--- src/rtl/mandel_line_scheduler.sv ---
// rtl/mandel_line_scheduler.sv - dispatches one line of pixels to the iteration engines and serialises their depths
module mandel_line_scheduler #(
    parameter int NUM_ENGINES = 4,
    parameter int X_SIZE      = 640,
    parameter int XW          = 10,
    parameter int DEPTH_W     = 10
) (
    input  logic                         clk,
    input  logic                         reset,
    input  logic                         start,
    output logic [NUM_ENGINES-1:0]       eng_start,
    output logic [NUM_ENGINES*XW-1:0]    eng_x,
    input  logic [NUM_ENGINES-1:0]       eng_done,
    input  logic [NUM_ENGINES*DEPTH_W-1:0] eng_depth,
    output logic                         wr_en,
    output logic [XW-1:0]                wr_addr,
    output logic [DEPTH_W-1:0]           wr_data,
    output logic                         line_done,
    output logic                         busy,
    output logic                         err
);

    localparam int PW = (NUM_ENGINES > 1) ? $clog2(NUM_ENGINES) : 1;
    localparam logic [XW:0] X_END = (XW+1)'(X_SIZE);

    localparam logic [1:0] S_IDLE  = 2'd0;
    localparam logic [1:0] S_RUN   = 2'd1;
    localparam logic [1:0] S_FLUSH = 2'd2;

    logic [1:0]                          state_q, state_d;
    logic [XW:0]                         next_x_q, next_x_d;
    logic [XW:0]                         written_q, written_d;
    logic [PW-1:0]                       rr_ptr_q, rr_ptr_d;
    logic [NUM_ENGINES-1:0]              assigned_q, assigned_d;
    logic [NUM_ENGINES-1:0]              pending_q, pending_d;
    logic [NUM_ENGINES-1:0][XW-1:0]      tag_q, tag_d;
    logic [NUM_ENGINES-1:0][XW-1:0]      eng_x_q, eng_x_d;
    logic [NUM_ENGINES-1:0][DEPTH_W-1:0] hold_q, hold_d;
    logic [NUM_ENGINES-1:0]              eng_start_q, eng_start_d;
    logic                                wr_en_q, wr_en_d;
    logic [XW-1:0]                       wr_addr_q, wr_addr_d;
    logic [DEPTH_W-1:0]                  wr_data_q, wr_data_d;
    logic                                err_q, err_d;

    logic                                accept;
    logic [XW:0]                         base_x;
    logic [XW:0]                         base_written;
    logic                                free_found;
    logic [PW-1:0]                       free_idx;
    logic                                grant_found;
    logic [PW-1:0]                       grant_idx;
    logic                                spurious;

    // Lowest-index engine that neither owns a pixel nor holds an unwritten result.
    always_comb begin
        free_found = 1'b0;
        free_idx   = '0;
        for (int i = 0; i < NUM_ENGINES; i++) begin
            if (!free_found && !assigned_q[i] && !pending_q[i]) begin
                free_found = 1'b1;
                free_idx   = PW'(i);
            end
        end
    end

    always_comb begin
        grant_found = 1'b0;
        grant_idx   = '0;
        for (int k = 0; k < NUM_ENGINES; k++) begin
            if (!grant_found && pending_q[(int'(rr_ptr_q) + k) % NUM_ENGINES]) begin
                grant_found = 1'b1;
                grant_idx   = PW'((int'(rr_ptr_q) + k) % NUM_ENGINES);
            end
        end
    end

    always_comb begin
        accept       = (state_q == S_IDLE) && start;
        base_x       = accept ? '0 : next_x_q;
        base_written = accept ? '0 : written_q;
        spurious     = |(eng_done & ~assigned_q);

        state_d     = state_q;
        next_x_d    = base_x;
        written_d   = base_written;
        rr_ptr_d    = rr_ptr_q;
        assigned_d  = assigned_q;
        pending_d   = pending_q;
        tag_d       = tag_q;
        eng_x_d     = eng_x_q;
        hold_d      = hold_q;
        eng_start_d = '0;
        wr_en_d     = 1'b0;
        wr_addr_d   = wr_addr_q;
        wr_data_d   = wr_data_q;
        err_d       = (accept ? 1'b0 : err_q) | spurious;

        case (state_q)
            S_IDLE:  if (accept) state_d = S_RUN;
            S_RUN:   if (written_q == X_END) state_d = S_FLUSH;
            S_FLUSH: state_d = S_IDLE;
            default: state_d = S_IDLE;
        endcase

        // Dispatch on the same edge that accepts start so the first launch lands one cycle later.
        if ((accept || state_q == S_RUN) && (base_x < X_END) && free_found) begin
            eng_start_d[free_idx] = 1'b1;
            eng_x_d[free_idx]     = base_x[XW-1:0];
            tag_d[free_idx]       = base_x[XW-1:0];
            assigned_d[free_idx]  = 1'b1;
            next_x_d              = base_x + 1'b1;
        end

        for (int i = 0; i < NUM_ENGINES; i++) begin
            if (eng_done[i] && assigned_q[i]) begin
                hold_d[i]     = eng_depth[i*DEPTH_W +: DEPTH_W];
                pending_d[i]  = 1'b1;
                assigned_d[i] = 1'b0;
            end
        end

        // Capture, dispatch and grant always touch disjoint engines, so their updates never collide.
        if (grant_found) begin
            wr_en_d              = 1'b1;
            wr_addr_d            = tag_q[grant_idx];
            wr_data_d            = hold_q[grant_idx];
            pending_d[grant_idx] = 1'b0;
            written_d            = base_written + 1'b1;
            rr_ptr_d             = PW'((int'(grant_idx) + 1) % NUM_ENGINES);
        end
    end

    always_ff @(posedge clk or posedge reset) begin
        if (reset) begin
            state_q     <= S_IDLE;
            next_x_q    <= '0;
            written_q   <= '0;
            rr_ptr_q    <= '0;
            assigned_q  <= '0;
            pending_q   <= '0;
            tag_q       <= '0;
            eng_x_q     <= '0;
            hold_q      <= '0;
            eng_start_q <= '0;
            wr_en_q     <= 1'b0;
            wr_addr_q   <= '0;
            wr_data_q   <= '0;
            err_q       <= 1'b0;
        end else begin
            state_q     <= state_d;
            next_x_q    <= next_x_d;
            written_q   <= written_d;
            rr_ptr_q    <= rr_ptr_d;
            assigned_q  <= assigned_d;
            pending_q   <= pending_d;
            tag_q       <= tag_d;
            eng_x_q     <= eng_x_d;
            hold_q      <= hold_d;
            eng_start_q <= eng_start_d;
            wr_en_q     <= wr_en_d;
            wr_addr_q   <= wr_addr_d;
            wr_data_q   <= wr_data_d;
            err_q       <= err_d;
        end
    end

    assign eng_start = eng_start_q;
    assign eng_x     = eng_x_q;
    assign wr_en     = wr_en_q;
    assign wr_addr   = wr_addr_q;
    assign wr_data   = wr_data_q;
    assign line_done = (state_q == S_FLUSH);
    assign busy      = (state_q != S_IDLE);
    assign err       = err_q;

endmodule

--- config.mk ---
export PLATFORM = sky130hd
export DESIGN_NAME = mandel_line_scheduler
export DESIGN_NICKNAME = d
export VERILOG_FILES = /design/src/rtl/mandel_line_scheduler.sv
export SDC_FILE = /design/constraint.sdc
export NUM_CORES = 1
export LEC_CHECK = 0
export ABC_AREA = 1
export BUFFER_PORTS_ARGS = -buffer_cell sky130_fd_sc_hd__buf_2
export CORE_ASPECT_RATIO = 1.1
export CORE_MARGIN = 2
export CORE_UTILIZATION = 40
export DETAILED_ROUTE_END_ITERATION = 10
export GPL_ROUTABILITY_DRIVEN = 0
export PLACE_DENSITY = 0.65
export RECOVER_POWER = 50
export SYNTH_ARGS = -nofsm -noshare
export SYNTH_HDL_FRONTEND = slang
export SYNTH_SLANG_ARGS = --single-unit
--- constraint.sdc ---
create_clock -name clk -period 5.22 [get_ports clk]
set_clock_uncertainty 0.1 [all_clocks]
set_input_delay 0.783 -clock clk [delete_from_list [all_inputs] [get_ports clk]]
set_output_delay 0.783 -clock clk [all_outputs]
set_load 0.02 [all_outputs]
==> flow_metrics.tcl, run 1 <==
set metrics [dict create \
    report.final.slew_viol_count 0 \
    vias 5658 \
    status "finished, final reports clean" \
    synth_top_area_share_pct 52.0 \
    hold_path.class "flop to flop" \
    root_buffer "clkbuf_16" \
    hold_slack_ns 0.372 \
    sw_frac_of_total_pct 45.3 \
    rsz0062_at_grt "false" \
    hpwl_um 12000 \
    fin_tns_setup_ns 0 \
    rows 49 \
    ys_seq_area_share_pct 52.0 \
    p_switching_mw 2.15 \
    final_antenna_net_count 0 \
    initialDrtViolationCount 387 \
    die_h_um 140 \
    cpPeakStageDelay_ns 0.62 \
    setup.worst_path.end_class "flop" \
    htreeDepth 4 \
    grt_max_degree 103 \
    io_buffers 114 \
    cts.sinks 140 \
    critPathArrivalTime_ns 3.38 \
    relSlewSlack_pct 36.6 \
    synth_warnings 0 \
    synth_nets 901 \
    clockBufferDepth 2 \
    synth_area_per_cell_um2 7.95 \
    slowest_stage "nand2_4" \
    post-route-period-util_pct 61.2 \
    syn_inst 848 \
    start_util_pct 41.0 \
    ys_ff_latch 140 \
    finalPower_mw 4.75 \
    vias_per_cell 4.89 \
    crit_top_cell "nand2_1" \
    p_leak_nw 4.07 \
    layout_min_cycle_time_ns 3.20 \
    cts_resized 0 \
    utilization_pct 48.0 \
    cts_tree "done" \
    insertion_delay_ns 0.43 \
    synth_cell_types 33 \
    coreArea_um2 16400 \
    cts_setup_buffers 0 \
    synthTopCellsByArea "dfrtp_1 (52%), nand2_1 (16%), inv_1 (6.2%)" \
    critPathMaxFanout 43 \
    antenna_found_initial 1 \
    ios 115 \
    startpoint_type "flop" \
    n_fill_cell 1676 \
    drive_above_1_share_pct 14.3 \
    hold_buffers 0 \
    powerDensity_nw_per_um2 602 \
    wirelength_um 17200 \
    grt_pass1_wl_um 27600 \
    antennaDiodeCount 0 \
    clock.fmax_ghz 0.313 \
    fin_nets 997 \
    synthToLayoutAreaGrowth_pct 17.0 \
    overflow 0 \
    netlist_area_um2 6740 \
    yosysTopAreaCell "dfrtp_1" \
    power_frac_seq_pct 29.9 \
    tightest_slew_ns 0.951 \
    track_usage_pct 20.0 \
    die_w_um 128 \
    p_clk_share_pct 23.5 \
    avgRoutedWirePerCell_um 14.8 \
    p_int_mw 2.60 \
    drc 0 \
    cap_violations 0 \
    crit_path_cell_trace "inv_2 > nand2_1 > nand2_2 > nand2_1 > nand2_1 > a21oi_1 > nand2_2 > nand2_4 > inv_1 > ha_1 > nand2_1 > o21ai_0" \
    path_class "flop to flop" \
    peakVddDrop_mv 0.393 \
    finalHoldViolCount 0 \
    crit_required_ns 5.40 \
    dieArea_um2 17900 \
    cts_buffers 17 \
    setup_viol 0 \
    power_frac_comb_pct 46.6 \
    first_pass_iters 5 \
    grt_pass1_vias 5366 \
    clk_pin_slew_ns 0.06 \
]
[cell type report]
cell class	instances	area, µm²	share of cell area [%]
flip-flops and latches	140	3500	44.4
clock inverters	7	68.8	0.872
well taps	204	255	3.24
inverters	118	448	5.68
repair buffers	115	539	6.83
clock buffers	22	464	5.88
multi-input cells	552	2610	33.1
[metal layers]
metal	GRT usage, %	vias to the layer above	part of all wire (%)
li1	-	2830	-
met1	26.1	2644	46
met2	32.3	157	47
met3	5.19	25	5.2
met4	6.77	2	1.7
met5	0	-	0.093
[cell usage after synthesis, drive strengths merged]
| master | count |
|---|---|
| a21oi | 2 |
| a221oi | 1 |
| a22oi | 4 |
| buf | 25 |
| clkbuf | 13 |
| clkinv | 1 |
| dfrtp | 140 |
| ha | 6 |
| inv | 117 |
| nand2 | 295 |
| nand3 | 84 |
| nand3b | 12 |
| nand4 | 3 |
| nor2 | 31 |
| nor3 | 9 |
| nor4 | 2 |
| nor4b | 1 |
| o21a | 2 |
| o21ai | 81 |
| o21bai | 1 |
| o311ai | 1 |
| xnor2 | 4 |
| xor2 | 13 |
[placed cells by master (no fill, tap or decap), drive strengths merged, types with 3 or more instances in the layout]
cell type  instances
xor2              13
clkbuf            53
o21ai             81
clkinv             5
inv              117
buf               84
nor3               9
nand2            295
dfrtp            140
a22oi              4
ha                 6
nor2              31
nand3b            12
nand4              3
nand3             84
xnor2              4
[cells by family (layout without fill, tap and decap cells)]
group	Yosys count	count (layout)	synth area share, %
fa+ha+maj	6	6	1.11
simple gates	437	437	28.2
flops	140	140	52.0
buf+inv	156	262	9.26
compound gates	92	92	7.20
xor+xnor	17	17	2.21
[metrics by stage]
step / worst slack (ns) / cells / cell area, µm²
after floorplan: 0.584 / 848 / 6740
after global placement: 2.18 / 1129 / 7400
after detailed placement: 2.07 / 1129 / 7400
after CTS: 2.06 / 1158 / 7930
after global routing: 1.71 / 1158 / 7890
final: 2.02 / 1158 / 7890
[sequential cells by signal, indices dropped and copies added, names as in the netlist]
| name | count |
|---|---|
| hold_q | 40 |
| tag_q | 40 |
| next_x_q | 11 |
| written_q | 11 |
| wr_addr | 10 |
| wr_data | 10 |
| assigned_q | 4 |
| eng_start | 4 |
| pending_q | 4 |
| rr_ptr_q | 2 |
| state_q | 2 |
| err | 1 |
| wr_en | 1 |
[worst max-delay path: cells and delay by family, from the launching register on]
| kind | cells | cell delay [ns] |
|---|---|---|
| simple gates | 7 | 1.50 |
| fa+ha+maj | 1 | 0.30 |
| flops | 1 | 0.58 |
| buf+inv | 2 | 0.30 |
| compound gates | 2 | 0.26 |
[power groups by stage]
stage | registers [mW] | clock network, mW | logic, mW
after floorplan | 1.51 | 0 | 1.66
after global placement | 1.43 | 0 | 2.19
after detailed placement | 1.43 | 0 | 2.24
after CTS | 1.42 | 1.13 | 2.24
after global routing | 1.44 | 1.18 | 2.52
final | 1.42 | 1.11 | 2.21
[worst paths after layout]
check | startpoint | to | slack (ns) | depth (start not counted)
worst max-delay path | rr_ptr_q[0]$_DFFE_PP0N_ | rr_ptr_q[1]$_DFFE_PP0N_ | 2.02 | 12
worst min-delay path | wr_addr[8]$_DFFE_PP0N_ | wr_addr[8]$_DFFE_PP0N_ | 0.37 | 2
worst max register to register | rr_ptr_q[0]$_DFFE_PP0N_ | rr_ptr_q[1]$_DFFE_PP0N_ | 2.02 | 12
worst min register to register | wr_addr[8]$_DFFE_PP0N_ | wr_addr[8]$_DFFE_PP0N_ | 0.37 | 2
max in group asynchronous | reset | hold_q[12]$_DFFE_PP0P_ | 3.54 | 3
min in group asynchronous | reset | written_q[6]$_DFF_PP0_ | 0.43 | 2
Note: power is estimated with default switching activity, not from simulation.
==> inputs of run 2 (changes only) <==
ABC_AREA = 0   (was 1)
clock period = 3.2 ns   (was 5.22 ns; I/O delays follow)
==> run 2 against run 1 <==
  * Fmax up 28%
  * Via count down 20%
  * Final cell count down 28%
  * Critical path type unchanged
==> flow_metrics.tcl, run 2 <==
set metrics [dict create \
    layout_min_cycle_time_ns 2.50 \
    cts.sinks 140 \
    ys_ff_latch 140 \
    rsz0062_at_grt "false" \
    clk_pin_slew_ns 0.06 \
    synth-compound-area-share_pct 11.3 \
    hold_path.class "input port to flop" \
    critPathMaxFanout 23 \
    cts_resized 0 \
    peakVddDrop_mv 0.559 \
    avgRoutedWirePerCell_um 19.1 \
    biggestRegsByFlops "hold_q: 40 flops, tag_q: 40 flops" \
    antenna_found_initial 0 \
    dp_cells 807 \
    htreeDepth 4 \
    relSlewSlack_pct 3.16 \
    path_class "flop to flop" \
    synth_warnings 0 \
    drc 0 \
    startpoint_type "flop" \
    fin_cells 839 \
    track_usage_pct 19.5 \
    layout_common_cells "dfrtp_1 (140), buf_2 (100), mux2_2 (76), nor2_1 (33), nand2_1 (30)" \
    cap_violations 0 \
    synth_edf_count 0 \
    synthAdderAreaFrac_pct 1.17 \
    synthArstFlopShare_pct 100 \
    status "finished, final reports clean" \
    synth_top_family_by_area "multiplexers" \
    synth-xor-area-share_pct 1.77 \
    hold_buffers 0 \
    post-route-period-util_pct 78.2 \
    coreArea_um2 15700 \
    first_pass_iters 4 \
    synth_nets 565 \
    grt_pass1_vias 4782 \
    drive_above_1_share_pct 40.8 \
    p_leak_nw 3.67 \
    clock.fmax_ghz 0.400 \
    yosysTopAreaCell "dfrtp_1" \
    ios 115 \
    synthTopCellsByArea "dfrtp_1 (54%), mux2_2 (13%), a211oi_2 (5.6%)" \
    netlist_area_um2 6430 \
    die_h_um 137 \
    synth_top_area_share_pct 54.5 \
    insertion_delay_ns 0.41 \
    grt_max_degree 47 \
    final_antenna_net_count 0 \
    crit_path_cell_trace "or3b_2 > and2_1 > ha_1 > nand2_1 > nor4_1 > nand3_1 > mux2i_1" \
    rows 48 \
    finalHoldViolCount 0 \
    vias 4523 \
    vias_per_cell 5.39 \
    synthToLayoutAreaGrowth_pct 20.3 \
    synth-simple-area-share_pct 10.6 \
    n_fill_cell 1389 \
    setup_viol 0 \
    overflow 0 \
    setup.worst_path.end_class "flop" \
    critPathArrivalTime_ns 2.73 \
    final_common_cell "dfrtp_1" \
    tightest_slew_ns 1.44 \
    slowest_stage "nor4_1" \
    antennaDiodeCount 0 \
    synth_mux_area_share_pct 16.9 \
    fin_tns_setup_ns 0 \
    io_buffers 114 \
    ys_seq_area_share_pct 54.5 \
    synth_cell_types 47 \
    cpPeakStageDelay_ns 0.49 \
    fin_nets 679 \
    grt_pass1_wl_um 25900 \
    powerDensity_nw_per_um2 1180 \
    cts_setup_buffers 0 \
    synth_ff_type "dfrtp_1" \
    yosysMostFrequentCell "dfrtp_1" \
    cts_tree "done" \
    report.final.slew_viol_count 0 \
    root_buffer "clkbuf_16" \
    clockBufferDepth 2 \
    start_util_pct 40.9 \
    cts_buffers 17 \
    syn_inst 512 \
    dieArea_um2 17100 \
    hpwl_um 11100 \
    crit_required_ns 3.43 \
    wirelength_um 16100 \
    initialDrtViolationCount 305 \
    synth_common_cells "dfrtp_1 (140), mux2_2 (77), nor2_1 (33)" \
    synth_area_per_cell_um2 12.6 \
    die_w_um 125 \
]
run 2: cell types whose count changed in the layout (fill, tap and decap cells not counted), sizes merged, moves of 10 or more:
cell | previous run | this run
buf | 84 | 108
a21oi | 2 | 12
nand3b | 12 | 0
nand3 | 84 | 3
clkbuf | 53 | 39
inv | 117 | 11
and3 | 0 | 21
o21ai | 81 | 12
nand2 | 295 | 30
a211oi | 0 | 40
mux2 | 0 | 77
mux2i | 0 | 22
and2 | 0 | 15
run 2: worst paths after layout:
kind	from	endpoint	slack, ns	depth (start not counted)
max in group asynchronous	reset	wr_data[8]$_DFFE_PP0N_	1.00	3
min reg2reg	hold_q[33]$_DFFE_PP0P_	hold_q[33]$_DFFE_PP0P_	0.39	1
max	state_q[0]$_DFFE_PP0P_	next_x_q[6]$_DFF_PP0_	0.70	7
min	eng_depth[39]	hold_q[39]$_DFFE_PP0P_	0.20	2
max reg2reg	state_q[0]$_DFFE_PP0P_	next_x_q[6]$_DFF_PP0_	0.70	7
min in group asynchronous	reset	hold_q[22]$_DFFE_PP0P_	0.29	2
run 2: area by class of cell:
cell class                      count  area [µm²]  share of cell area [%]
Timing Repair Buffer              125         627                    8.10
Inverter                           12        53.8                   0.695
Clock buffer                       22         484                    6.26
Tap cell                          200         250                    3.23
Multi-Input combinational cell    330        2710                    35.0
Sequential cell                   140        3500                    45.3
Clock inverter                     10         114                    1.47
run 2: cell families (layout without fill, tap and decap cells):
| logic type | count (synthesis) | count (layout) |
|---|---|---|
| compound gates | 83 | 83 |
| mux | 99 | 99 |
| xor+xnor | 13 | 13 |
| simple gates | 129 | 129 |
| flops | 140 | 140 |
| fa+ha+maj | 6 | 6 |
| buf+inv | 42 | 169 |
run 2: critical path: cells and delay by family (launching register included):
| family | cells | cell delay [ns] |
|---|---|---|
| AND/OR/NAND/NOR | 5 | 1.48 |
| flip-flops | 1 | 0.41 |
| adder cells (fa/ha/maj) | 1 | 0.23 |
| multiplexers | 1 | 0.20 |
run 2: metrics by stage:
step                setup WS (ns)  util (%)  hold WS (ns)  instance area (µm²)  total power, mW
floorplan                   0.871         -         0.351                 6440             6.24
global placement            0.507      45.7         0.374                 7200             7.10
detailed placement          0.479      45.7         0.384                 7200             7.28
CTS                         0.684      49.5         0.124                 7790             9.26
global route                0.480      49.2         0.186                 7740             9.71
finish                      0.697      49.2         0.196                 7740             9.17
run 2: power by group:
group / switching (mW) / internal [mW]
clock: 0.718 / 1.23
combinational: 2.38 / 1.72
sequential: 0.587 / 2.54
total: 3.69 / 5.48
run 2: metal layers:
layer	vias up	GRT usage, %	wire (µm)
met5	-	0	0
met4	0	4.20	124
met3	11	5.32	821
met2	128	33.3	7960
met1	2327	25.0	7160
li1	2057	-	-
==> inputs of run 3 (changes only) <==
clock period = 2.6 ns   (was 3.2 ns; I/O delays follow)
==> run 3 against run 2 <==
  * Combinational power increased by 23%
  * Clock power increased by 30%
  * Largest cell class unchanged
  * Critical path type unchanged
  * Global-route usage increased by 0.65 points
==> flow_metrics.tcl, run 3 (synthesis results as in run 2) <==
set metrics [dict create \
    multiInputGateArea_um2 2710 \
    relSlewSlack_pct 35.8 \
    post-route-period-util_pct 86.0 \
    fin_cells 845 \
    dieArea_um2 17100 \
    startpoint_type "flop" \
    vias 4511 \
    rsz0062_at_grt "false" \
    drc 0 \
    rows 48 \
    cts_resized 0 \
    cts.sinks 140 \
    cts_tree "done" \
    fin_tns_setup_ns 0 \
    regArea_um2 3500 \
    fin_nets 684 \
    die_h_um 137 \
    clock.fmax_ghz 0.447 \
    avgRoutedWirePerCell_um 19.1 \
    vias_per_cell 5.34 \
    root_buffer "clkbuf_16" \
    die_w_um 125 \
    powerDensity_nw_per_um2 1470 \
    wirelength_um 16100 \
    insertion_delay_ns 0.42 \
    synthToLayoutAreaGrowth_pct 21.1 \
    setup_viol 0 \
    critPathMaxFanout 34 \
    first_pass_iters 4 \
    initialDrtViolationCount 244 \
    tightest_slew_ns 0.963 \
    start_util_pct 40.9 \
    hpwl_um 11300 \
    final_antenna_net_count 0 \
    critPathArrivalTime_ns 2.47 \
    p_leak_nw 3.63 \
    dp_cells 811 \
    biggestRegsByFlops "hold_q: 40 flops, tag_q: 40 flops" \
    grt_max_degree 71 \
    drive_above_1_share_pct 38.5 \
    clockBufferDepth 2 \
    status "finished, final reports clean" \
    htreeDepth 4 \
    report.final.slew_viol_count 0 \
    setup.worst_path.end_class "flop" \
    peakVddDrop_mv 0.711 \
    cap_violations 0 \
    track_usage_pct 20.1 \
    crit_required_ns 2.84 \
    grt_pass1_wl_um 26300 \
    finalHoldViolCount 0 \
    hold_path.class "input port to flop" \
    coreArea_um2 15700 \
    overflow 0 \
    antenna_found_initial 1 \
    cts_buffers 17 \
    path_class "flop to flop" \
    layout_common_cells "dfrtp_1 (140), buf_2 (80), mux2_2 (77), clkbuf_1 (34), nor2_1 (33)" \
    io_buffers 114 \
    ios 115 \
    utilization_pct 49.5 \
    layout_min_cycle_time_ns 2.24 \
    grt_pass1_vias 4850 \
    n_fill_cell 1428 \
    final_common_cell "dfrtp_1" \
    clk_pin_slew_ns 0.06 \
]
==> run 3: cell count changes in the layout (fill, tap and decap cells not counted), moves of 2 or more <==
cell and change:
buf_2 -20, clkinv_2 -2, clkbuf_1 +18, inv_6 +2, buf_4 +4
==> run 3: critical path, cell delays in order, from the launching register on <==
cell and delay (ns):
dfrtp_1 0.51, mux2_2 0.39, a32oi_2 0.17, and2_4 0.35
inv_8 0.18, mux2i_1 0.18, a211oi_2 0.23
==> run 3: layout make-up <==
type / count / area share [%]
Sequential cell: 140 / 45.0
Multi-Input combinational cell: 330 / 34.8
Timing Repair Buffer: 130 / 8.29
Clock buffer: 20 / 5.99
Tap cell: 200 / 3.21
Clock inverter: 12 / 2.04
Inverter: 12 / 0.691
Antenna cell: 1 / 0.0321
==> run 3: routing by layer <==
layer  up-vias  track usage [%]  share of wire (%)
met2       145             32.9                 49
li1       2065                -                  -
met3        28             5.59                6.2
met4         0             9.26                2.6
met1      2273             25.0                 42
met5         -                0                  0
==> run 3: path summary, 6_finish.rpt <==
check                      slack, ns  cells past startpoint                     from                     end
min in group asynchronous       0.48                      3                    reset  hold_q[13]$_DFFE_PP0P_
setup / recovery                0.36                      6  rr_ptr_q[1]$_DFFE_PP0N_  wr_data[3]$_DFFE_PP0N_
hold reg to reg                 0.40                      1   hold_q[38]$_DFFE_PP0P_  hold_q[38]$_DFFE_PP0P_
hold / removal                   0.1                      2            eng_depth[16]  hold_q[16]$_DFFE_PP0P_
setup reg to reg                0.36                      6  rr_ptr_q[1]$_DFFE_PP0N_  wr_data[3]$_DFFE_PP0N_
max in group asynchronous       0.51                      4                    reset           err$_DFF_PP0_
==> run 3: report_power, final <==
part | internal, mW | switching [mW] | leakage [nW]
Clock | 1.59 | 0.944 | 0.303
Combinational | 2.13 | 2.92 | 1.59
Sequential | 3.12 | 0.734 | 1.73
==> run 3: per-stage QoR <==
step / total power, mW / hold WS (ns) / area, µm² / worst slack (ns)
after floorplan: 7.68 / 0.351 / 6440 / 0.361
after global placement: 8.83 / 0.297 / 7210 / 0.399
after detailed placement: 9.04 / 0.295 / 7210 / 0.330
after CTS: 11.6 / 0.0792 / 7850 / 0.345
after global routing: 12.2 / 0.0834 / 7790 / 0.210
final: 11.4 / 0.0965 / 7790 / 0.364
==> run 3: repair_timing <==
item                                   4_1_cts  5_1_grt
buffers inserted                             0        0
endpoints found under the hold margin       13        0
hold buffers                                 1        0
